[src/rtl/mem_wb_stage.sv]
// mem_wb_stage
//   MEM/WB pipeline register and writeback mux for the 5-stage MIPS core.
//   This block latches the memory-stage result bundle and selects the value
//   written back to the register file. That value is the ALU result, the
//   load data, the link address (JAL) or the LUI immediate. The block also
//   owns the sticky halt flag and the retired-instruction counter.
//
// Ports
//   CLK, nRST      clock; asynchronous active-low reset
//   en             advance enable (already gated upstream by cache stalls)
//   flush          load a bubble this edge (wins over en)
//   in_valid       upstream slot holds a real instruction
//   in_regwen      instruction writes a register
//   in_wsel        destination register index
//   in_wbsrc       writeback source: 00 ALU, 01 load, 10 link, 11 LUI
//   in_aluout      ALU result
//   in_dmemload    load data from the dcache
//   in_npc         PC+4 of the instruction
//   in_imm16       immediate field
//   in_halt        instruction is HALT
//   WEN/wsel/wdat  register file write port
//   wb_valid       WB slot holds a real instruction (forwarding qualifier)
//   halt           sticky halt, set once HALT retires
//   retired        saturating count of retired valid instructions
module mem_wb_stage #(
  parameter int DATA_W = 32,
  parameter int REG_W  = 5
) (
  input  logic              CLK,
  input  logic              nRST,
  input  logic              en,
  input  logic              flush,
  input  logic              in_valid,
  input  logic              in_regwen,
  input  logic [REG_W-1:0]  in_wsel,
  input  logic [1:0]        in_wbsrc,
  input  logic [DATA_W-1:0] in_aluout,
  input  logic [DATA_W-1:0] in_dmemload,
  input  logic [DATA_W-1:0] in_npc,
  input  logic [15:0]       in_imm16,
  input  logic              in_halt,
  output logic              WEN,
  output logic [REG_W-1:0]  wsel,
  output logic [DATA_W-1:0] wdat,
  output logic              wb_valid,
  output logic              halt,
  output logic [DATA_W-1:0] retired
);

  typedef enum logic [1:0] {
    WB_ALU  = 2'b00,
    WB_LOAD = 2'b01,
    WB_LINK = 2'b10,
    WB_LUI  = 2'b11
  } wbsrc_t;

  logic              valid_q;
  logic              regwen_q;
  logic [REG_W-1:0]  wsel_q;
  wbsrc_t            wbsrc_q;
  logic [DATA_W-1:0] aluout_q;
  logic [DATA_W-1:0] dmemload_q;
  logic [DATA_W-1:0] npc_q;
  logic [15:0]       imm16_q;
  logic              halt_q;
  logic [DATA_W-1:0] retired_q;

  // Pipeline register, halt flag and retired counter.
  // Once halt is set the whole stage freezes until reset, so nothing retires
  // after HALT. A flush only clears the control bits. The data fields are
  // don't-care in a bubble, so they are left alone.
  // The halt flag is set directly from the captured in_valid & in_halt. The
  // same edge therefore latches the HALT instruction and freezes the stage.
  // The counter saturates instead of wrapping, so a very long run can never
  // look as if it had retired only a few instructions.
  always_ff @(posedge CLK, negedge nRST) begin
    if (!nRST) begin
      valid_q    <= 1'b0;
      regwen_q   <= 1'b0;
      wsel_q     <= '0;
      wbsrc_q    <= WB_ALU;
      aluout_q   <= '0;
      dmemload_q <= '0;
      npc_q      <= '0;
      imm16_q    <= '0;
      halt_q     <= 1'b0;
      retired_q  <= '0;
    end else if (halt_q) begin
      halt_q <= 1'b1;
    end else if (flush) begin
      valid_q  <= 1'b0;
      regwen_q <= 1'b0;
    end else if (en) begin
      valid_q    <= in_valid;
      regwen_q   <= in_regwen;
      wsel_q     <= in_wsel;
      wbsrc_q    <= wbsrc_t'(in_wbsrc);
      aluout_q   <= in_aluout;
      dmemload_q <= in_dmemload;
      npc_q      <= in_npc;
      imm16_q    <= in_imm16;
      halt_q     <= in_valid & in_halt;
      if (in_valid && (retired_q != '1)) begin
        retired_q <= retired_q + DATA_W'(1);
      end
    end
  end

  // Writeback source select. The mux reads only the latched fields, so the
  // register file never sees a combinational path from the MEM stage.
  // LUI puts the immediate in the upper half and zero-fills the lower half.
  always_comb begin
    wdat = aluout_q;
    case (wbsrc_q)
      WB_ALU:  wdat = aluout_q;
      WB_LOAD: wdat = dmemload_q;
      WB_LINK: wdat = npc_q;
      WB_LUI:  wdat = DATA_W'({imm16_q, 16'h0000});
      default: wdat = aluout_q;
    endcase
  end

  // Writes to $0 are dropped here, so upstream never has to special-case
  // them. A halted stage never writes. That also covers the HALT instruction
  // itself, because halt rises on the same edge that latches HALT.
  assign WEN      = valid_q & regwen_q & (wsel_q != '0) & ~halt_q;
  assign wsel     = wsel_q;
  assign wb_valid = valid_q & ~halt_q;
  assign halt     = halt_q;
  assign retired  = retired_q;

endmodule

[config.mk]
export PLATFORM = sky130hd
export DESIGN_NAME = mem_wb_stage
export DESIGN_NICKNAME = d
export VERILOG_FILES = /design/src/rtl/mem_wb_stage.sv
export SDC_FILE = /design/constraint.sdc
export NUM_CORES = 1
export LEC_CHECK = 0
export BUFFER_PORTS_ARGS = -buffer_cell sky130_fd_sc_hd__buf_2
export CORE_MARGIN = 2
export CORE_UTILIZATION = 40
export CTS_CLUSTER_SIZE = 10
export DETAILED_ROUTE_END_ITERATION = 8
export GPL_TIMING_DRIVEN = 0
export PLACE_DENSITY = 0.65
export SKIP_LAST_GASP = 1
export SYNTH_ARGS = -nofsm -noshare
export SYNTH_HDL_FRONTEND = slang
export SYNTH_SLANG_ARGS = --single-unit
[constraint.sdc]
create_clock -name CLK -period 1.7 [get_ports CLK]
set_input_delay 0.255 -clock CLK [delete_from_list [all_inputs] [get_ports CLK]]
set_output_delay 0.255 -clock CLK [all_outputs]
set_load 0.05 [all_outputs]
======== Word-level counts from Yosys, hierarchy flattened ========
Index checks and enable logic that the tools add are counted.
storage, ports and cells
  register bits ........................... 154
  bits of input ports ..................... 126
  word-level logic and storage cells ...... 37
operators by class
  equal/unequal tests ..................... 4
  muxes and demuxes ....................... 8
  bitwise logic cells ..................... 7
  reductions and logical operators ........ 7
  add/subtract/negate cells ............... 1
operator list
  kind                                                              number
  32-bit case mux with 4 select lines                               1
  32-bit by 1-bit adder with 32-bit output (second input constant)  1
  32-bit != test (second input constant)                            1
  1-bit 2-to-1 mux                                                  7
  1-bit bitwise AND                                                 5
  5-bit nonzero test                                                1
  2-bit == test (second input constant)                             2
  4-bit AND reduction                                               1
  3-bit AND reduction                                               1
  2-bit by 1-bit == test with 1-bit output (second input constant)  1
  2-bit zero test                                                   1
  1-bit inverter                                                    2
  2-bit AND reduction                                               1
  2-bit nonzero test                                                1
  1-bit logical AND                                                 1

======== Longest topological paths before layout ========
Gate-level depths: netlist of run 1.
  depth in word-level cells ............... 4
  depth in mapped cells ................... 6

======== Worst setup path before layout of run 1 ========
Ideal clock, no wire load.
  kind .................................... reg2out
  start point ............................. register halt_q, in the netlist halt
  end point ............................... output port WEN
  path buffers ............................ 0
  cell stages (with the launch flop) ...... 4
  arrival time ............................ 2302 ps
  path slack .............................. -857 ps
  cells stage by stage .................... dfrtp_1 -> nor2b_1 -> nand2_1 -> a21oi_1
on the way
  word-level cells in the longest chain between the ends .. 2
RTL lines
  item                      line  RTL
  from (decl)               65    logic halt_q;
  from (signal assigned)    102   halt_q <= in_valid & in_halt;
  1-bit inverter (no line)  n/a
  1-bit bitwise AND         126   assign WEN = valid_q & regwen_q & (wsel_q != '0) & ~halt_q;
  to (decl)                 42    output logic WEN,
No other way between the ends.

======== Final worst setup path of run 1 ========
  start point ............................. register wbsrc_q[0]
  end point ............................... output port wdat[17]
on the way
  word-level cells in the longest chain between the ends .. 2
  elaborated cells between the ends (all ways) .. 5
RTL lines
  item                                     line  RTL
  from (decl)                              60    wbsrc_t wbsrc_q;
  from (signal assigned)                   97    wbsrc_q <= wbsrc_t'(in_wbsrc);
  2-bit == test (tied with other cells)    114   case (wbsrc_q)
  32-bit case mux with 4 select lines (*)  114
  to (decl)                                44    output logic [DATA_W-1:0] wdat,
Mark *: on every way between the ends. The rest lies on a longest branch, timed or not.

==> results.json, run 1 <==
{
  "power_density_nw_per_um2": 1818,
  "hold_viol_final": 0,
  "hpwl_um": 12860,
  "num-nets-final": 909,
  "place_inst": 919,
  "die_area_um2": 18360,
  "yosysTopAreaCell": "dfrtp_1",
  "grt_overflow": 0,
  "initial_core_util_pct": 40.41,
  "htreeDepth": 4,
  "seq_area_frac_synth_pct": 55.72,
  "grt_use_met2_pct": 34.91,
  "grt.busiest_layer": "met2",
  "post-route-cell-area_um2": 10280,
  "clkTransAtPathRegs_ns": 0.07,
  "ioPinCount": 198,
  "gr-usage-all-layers_pct": 20.80,
  "cpPeakStageDelay_ns": 0.52,
  "place.gp.congestion": 0.8489,
  "cp_top_family": "multiplexers",
  "peakVddDrop_uv": 1982,
  "status": "complete, but fails checks",
  "yosys_warnings": 0,
  "antenna_found_initial": 5,
  "die_h_um": 135.5,
  "leakage_nw": 4.766,
  "placed_area_um2": 8401,
  "fin_ws_ns": -0.3386,
  "area_growth_pct": 48.70,
  "use_met3_pct": 5.537,
  "cts_buffer_depth": 2,
  "dr.pass1.iters": 4,
  "core_um2": 17120,
  "violations": "setup timing",
  "crit_chain": "buf_8 > clkbuf_16 > mux4_2 > buf_6",
  "finClkSkew_ns": 0.005525,
  "clk-insertion-delay-late_ns": 0.42,
  "grt_pass1_vias": 5459,
  "met1_usage_pct": 26.04,
  "tightest_slew_ns": 0.8297,
  "cts_sinks": 154,
  "fin_cells": 1025,
  "netlist_area_um2": 6917,
  "routed_wirelength_um": 19570,
  "cts_tree": "done",
  "worstSetupStartpointType": "flop",
  "relSlewSlack_pct": 44.69,
  "dp_slack_ns": -0.5558,
  "crit_fanout": 8,
  "detail-route-antenna-nets": 0,
  "io_buffers": 197,
  "route.detailed.vias_per_inst": 5.206,
  "grt_max_degree": 89,
  "dieWidth_um": 135.5,
  "syn_nets": 623,
  "fin_crit_sh_pct": 119.9,
  "hp-class": "primary input to flop",
  "ys_seq_elements": 154,
  "drive_above_1_share_pct": 69.81,
  "routed-via-count": 5336,
  "worst-path-buf-inv": 3,
  "avgSynthCellArea_um2": 13.94,
  "drt-initial-drc-count": 204,
  "slew_viol_final": 0,
  "drc": 0,
  "rsz0062_at_grt": "true",
  "fmax_mhz": 490.5,
  "synthCells": 496,
  "ys_top_cells_by_area": "dfrtp_1 56%, mux2_2 20%, mux4_2 5.2%, mux2i_1 2.5%, xnor2_1 2.0%",
  "setup_viol": 40,
  "rows": 48,
  "maxCapViolations": 0,
  "cp-end-kind": "primary output",
  "avgRoutedWirePerCell_um": 19.09,
  "grt_pass1_wl_um": 29100,
  "synth_top_area_share_pct": 55.72,
  "arrival_ns": 1.78,
  "crit_type": "flop to primary output",
  "slowest_stage": "mux4_2",
  "cts_made_buffers": 17,
  "cts_root_buf": "clkbuf_16",
  "required_ns": 1.44,
  "finalCriticalPeriod_ns": 2.039,
  "ys_types": 42
}
state kept, by name, summed over array words and instances, names as in the netlist:
name and cells:
aluout_q 32, dmemload_q 32, npc_q 32, retired 32, imm16_q 16, wsel 5
wbsrc_q 2, halt 1, regwen_q 1, valid_q 1
cell families after synthesis:
kind of cell    synth area share [%]
xor+xnor                       3.672
fa+ha+maj                     0.1809
flops                          55.72
simple gates                   8.955
compound gates                 2.515
mux                            27.21
buf+inv                        1.755
worst register-to-register path: stages, from the launching register on:
cell,delay [ns]
dfrtp_2,0.43
ha_4,0.17
nand4_1,0.15
nor4_4,0.07
buf_4,0.17
buf_6,0.12
a21boi_4,0.22
nand4_1,0.15
xnor2_1,0.15
placed cells by master, fill, tap and decap left out, types with 7 or more instances in the layout:
| cell type | netlist | layout |
|---|---|---|
| buf_2 | 13 | 162 |
| buf_4 | 0 | 64 |
| buf_6 | 0 | 46 |
| clkbuf_16 | 0 | 20 |
| dfrtp_1 | 154 | 122 |
| dfrtp_2 | 0 | 32 |
| mux2_2 | 120 | 120 |
| mux2i_1 | 17 | 17 |
| mux4_2 | 16 | 16 |
| nand2_1 | 34 | 21 |
| nand2_2 | 0 | 8 |
| nand3_1 | 13 | 8 |
| nand4_1 | 14 | 14 |
| nor2_1 | 10 | 7 |
| o21ai_2 | 0 | 12 |
| xnor2_1 | 16 | 16 |
| xor2_1 | 13 | 13 |
layout make-up:
class,count,area [um^2]
Fill cell,1326,6832
Sequential cell,154,3894
Multi-Input combinational cell,314,3298
Timing Repair Buffer,268,1823
Clock buffer,18,439.2
Buffer,23,290.3
Tap cell,225,281.5
Clock inverter,14,231.5
Inverter,4,15.01
Antenna cell,5,12.51
metrics by stage:
stage          TNS, ns  hold WS, ns  utilization, %  power, mW
2_1_floorplan   -3.191     -0.04059               -      10.99
3_3_place_gp   -325.30       0.4589           48.88      12.43
3_5_place_dp    -37.04       0.3877           49.08      12.68
4_1_cts         -9.773      0.04590           57.77      18.59
5_1_grt         -12.46      0.04019           60.06      19.53
6_report        -9.173      0.05903           60.09      18.70
power breakdown:
| group | internal [mW] | switching (mW) | total, mW |
|---|---|---|---|
| registers | 5.00 | 0.770 | 5.77 |
| logic | 3.91 | 4.71 | 8.61 |
| clock network | 2.69 | 1.63 | 4.31 |
| total | 11.6 | 7.10 | 18.7 |
cell usage after synthesis, drive strengths merged:
cell type,instances
nand2,34
nor2b,2
or3,2
nand3,14
nor3,9
a21oi,4
o21a,1
a41o,1
nand3b,1
mux2i,17
ha,1
nand4bb,1
buf,14
mux2,120
nor3b,1
a22o,1
nand2b,1
xnor2,16
nor2,10
o21ai,16
o21bai,1
a31oi,1
clkbuf,10
and4bb,1
xor2,13
nor4,6
or2,1
nand4,15
and3,2
inv,4
a21boi,1
o311ai,1
and4,3
or4,1
dfrtp,154
mux4,16
metal layers:
layer	share of wire [%]	routed length (um)
met2	51	10020
met5	0	0
met3	5.8	1138
met1	41	7941
met4	2.4	467
timing repair:
item / CTS / global route
setup buffers: 39 / 28
hold buffers: 1 / 0
pin swaps: 21 / 25
cloned: 1 / 1
setup endpoints to repair: 174 / 109
gates resized for setup: 141 / 34
hold endpoints to repair: 87 / 0
final timing paths:
check | depth (start not counted) | slack (ns) | end | from
setup / recovery | 4 | -0.34 | wdat[17] | wbsrc_q[0]$_DFFE_PN0P_
hold / removal | 2 | 0.06 | dmemload_q[12]$_DFFE_PN0P_ | in_dmemload[12]
setup reg to reg | 8 | -0.04 | retired[7]$_DFFE_PN0P_ | retired[0]$_DFFE_PN0P_
hold reg to reg | 1 | 0.50 | retired[27]$_DFFE_PN0P_ | retired[27]$_DFFE_PN0P_
max in group asynchronous | 3 | 0.39 | retired[16]$_DFFE_PN0P_ | nRST
min in group asynchronous | 2 | 0.48 | aluout_q[15]$_DFFE_PN0P_ | nRST
Note: power is estimated with default switching activity, not from simulation.
==> inputs of run 2 (changes only) <==
CORE_MARGIN = not set   (was 2)
==> run 2 against run 1 <==
Against the previous run: flip-flop and latch count unchanged; cell count down 1.3%; sequential share of layout area grew 0.48 points; largest cell class unchanged; clock power fell by 7.4%; power down 2.3%; the flow still finishes with violations (setup timing); critical path depth unchanged; non-clock buffer count shrank 5; combinational power decreased by 1%; critical path type unchanged; largest power group unchanged; first-iteration DRC count decreased by 18%; highest routed layer unchanged; count of clock-buffer cells in the layout rose by 3; via count decreased by 1.3%; critical endpoint is now wdat[30]; worst setup slack worse by 0.024 ns.
==> results.json, run 2 (synthesis results as in run 1) <==
{
  "required_ns": 1.44,
  "antenna_found_initial": 3,
  "rows": 47,
  "ff2ff_setup_slack_ns": -0.04,
  "place.gp.congestion": 0.7925,
  "die_area_um2": 17820,
  "num-nets-final": 904,
  "relSlewSlack_pct": 53.19,
  "final_cell_mix": "163 x buf_2, 123 x dfrtp_1, 120 x mux2_2",
  "hp-class": "primary input to flop",
  "cp-end-kind": "primary output",
  "fin_ws_ns": -0.3627,
  "drc": 0,
  "cts_buffer_depth": 2,
  "clk-insertion-delay-late_ns": 0.42,
  "grt_max_degree": 84,
  "area_growth_pct": 46.80,
  "fin_crit_sh_pct": 121.3,
  "route.detailed.vias_per_inst": 5.205,
  "clkTransAtPathRegs_ns": 0.06,
  "peakVddDrop_uv": 988.4,
  "worst-path-buf-inv": 3,
  "hold_viol_final": 0,
  "cts_made_buffers": 17,
  "crit_chain": "buf_8 > clkbuf_16 > mux4_2 > buf_6",
  "htreeDepth": 4,
  "crit_type": "flop to primary output",
  "rsz0062_at_grt": "true",
  "routed-via-count": 5267,
  "io_buffers": 197,
  "cts_sinks": 154,
  "fin_cells": 1012,
  "drive_above_1_share_pct": 68.61,
  "finClkSkew_ns": 0.008518,
  "post-route-cell-area_um2": 10150,
  "place_inst": 914,
  "hpwl_um": 13040,
  "maxCapViolations": 0,
  "routed_wirelength_um": 19360,
  "status": "complete, but fails checks",
  "slowest_stage": "mux4_2",
  "leakage_nw": 4.684,
  "fillers": 1291,
  "fmax_mhz": 484.8,
  "grt_overflow": 0,
  "die_h_um": 133.5,
  "core_um2": 16760,
  "avgRoutedWirePerCell_um": 19.13,
  "placed_area_um2": 8394,
  "cpPeakStageDelay_ns": 0.51,
  "ioPinCount": 198,
  "drt-initial-drc-count": 168,
  "hold_slack_ns": 0.05860,
  "initial_core_util_pct": 41.27,
  "grt_pass1_wl_um": 29930,
  "grt_pass1_vias": 5635,
  "fin_util_pct": 60.58,
  "setup_viol": 40,
  "worstSetupStartpointType": "flop",
  "cts_tree": "done",
  "cts_root_buf": "clkbuf_16",
  "tightest_slew_ns": 0.7021,
  "arrival_ns": 1.81,
  "slew_viol_final": 0,
  "final_common_cell": "buf_2",
  "power_density_nw_per_um2": 1799,
  "gr-usage-all-layers_pct": 22.19,
  "dr.pass1.iters": 4,
  "violations": "setup timing",
  "detail-route-antenna-nets": 0,
  "dieWidth_um": 133.5,
  "finalCriticalPeriod_ns": 2.063,
  "crit_fanout": 8,
  "cp_top_family": "multiplexers"
}
## run 2: worst reg2reg max path, cell delays in order (launching register included)
cell	delay, ns
dfrtp_2	0.43
ha_4	0.17
nand4_1	0.14
nor4_4	0.08
buf_4	0.16
buf_6	0.11
a21boi_4	0.23
nand4_1	0.15
xnor2_1	0.15
## run 2: layer usage
layer	vias to the layer above	global-route usage, %	share of wire, %
met5	-	0	0
met4	0	8.902	2.4
met3	33	5.479	6.6
met2	198	37.70	51
met1	2663	27.04	40
li1	2373	-	-
## run 2: layout make-up
type / count / area [um^2] / area share [%]
well taps: 220 / 275.3 / 2.711
diodes: 2 / 5.005 / 0.04929
flip-flops and latches: 154 / 3892 / 38.34
multi-input cells: 314 / 3262 / 32.13
clock buffers: 21 / 450.4 / 4.436
inverters: 4 / 15.01 / 0.1479
clock inverters: 11 / 170.2 / 1.676
repair buffers: 263 / 1798 / 17.71
plain buffers: 23 / 285.3 / 2.810
## run 2: timing repair
item / in CTS / in global routing
cloned: 1 / 1
pin swaps: 12 / 26
gates resized for setup: 133 / 35
hold buffers: 1 / 0
buffers inserted: 38 / 24
endpoints found under the setup margin: 174 / 130
endpoints found under the hold margin: 71 / 0
## run 2: per-stage QoR
stage	TNS (ns)	setup slack (ns)	power, mW
floorplan	-3.191	-0.2340	10.99
global placement	-320.41	-2.063	12.43
detailed placement	-39.47	-0.6093	12.69
CTS	-10.85	-0.4067	18.24
global route	-12.32	-0.3947	19.09
finish	-9.814	-0.3627	18.26
## run 2: worst paths after layout
check / cells past startpoint / endpoint / from
min in group asynchronous: 2 / aluout_q[15]$_DFFE_PN0P_ / nRST
worst min register to register: 2 / valid_q$_DFFE_PN0P_ / valid_q$_DFFE_PN0P_
worst max register to register: 8 / retired[7]$_DFFE_PN0P_ / retired[1]$_DFFE_PN0P_
worst min-delay path: 2 / regwen_q$_DFFE_PN0P_ / in_regwen
worst max-delay path: 4 / wdat[30] / wbsrc_q[0]$_DFFE_PN0P_
max in group asynchronous: 3 / npc_q[29]$_DFFE_PN0P_ / nRST
## run 2: report_power, final
part	internal [mW]	switching, mW	leakage (nW)
Combinational	3.84	4.67	2.58
Clock	2.50	1.49	0.294
Sequential	5.00	0.757	1.81
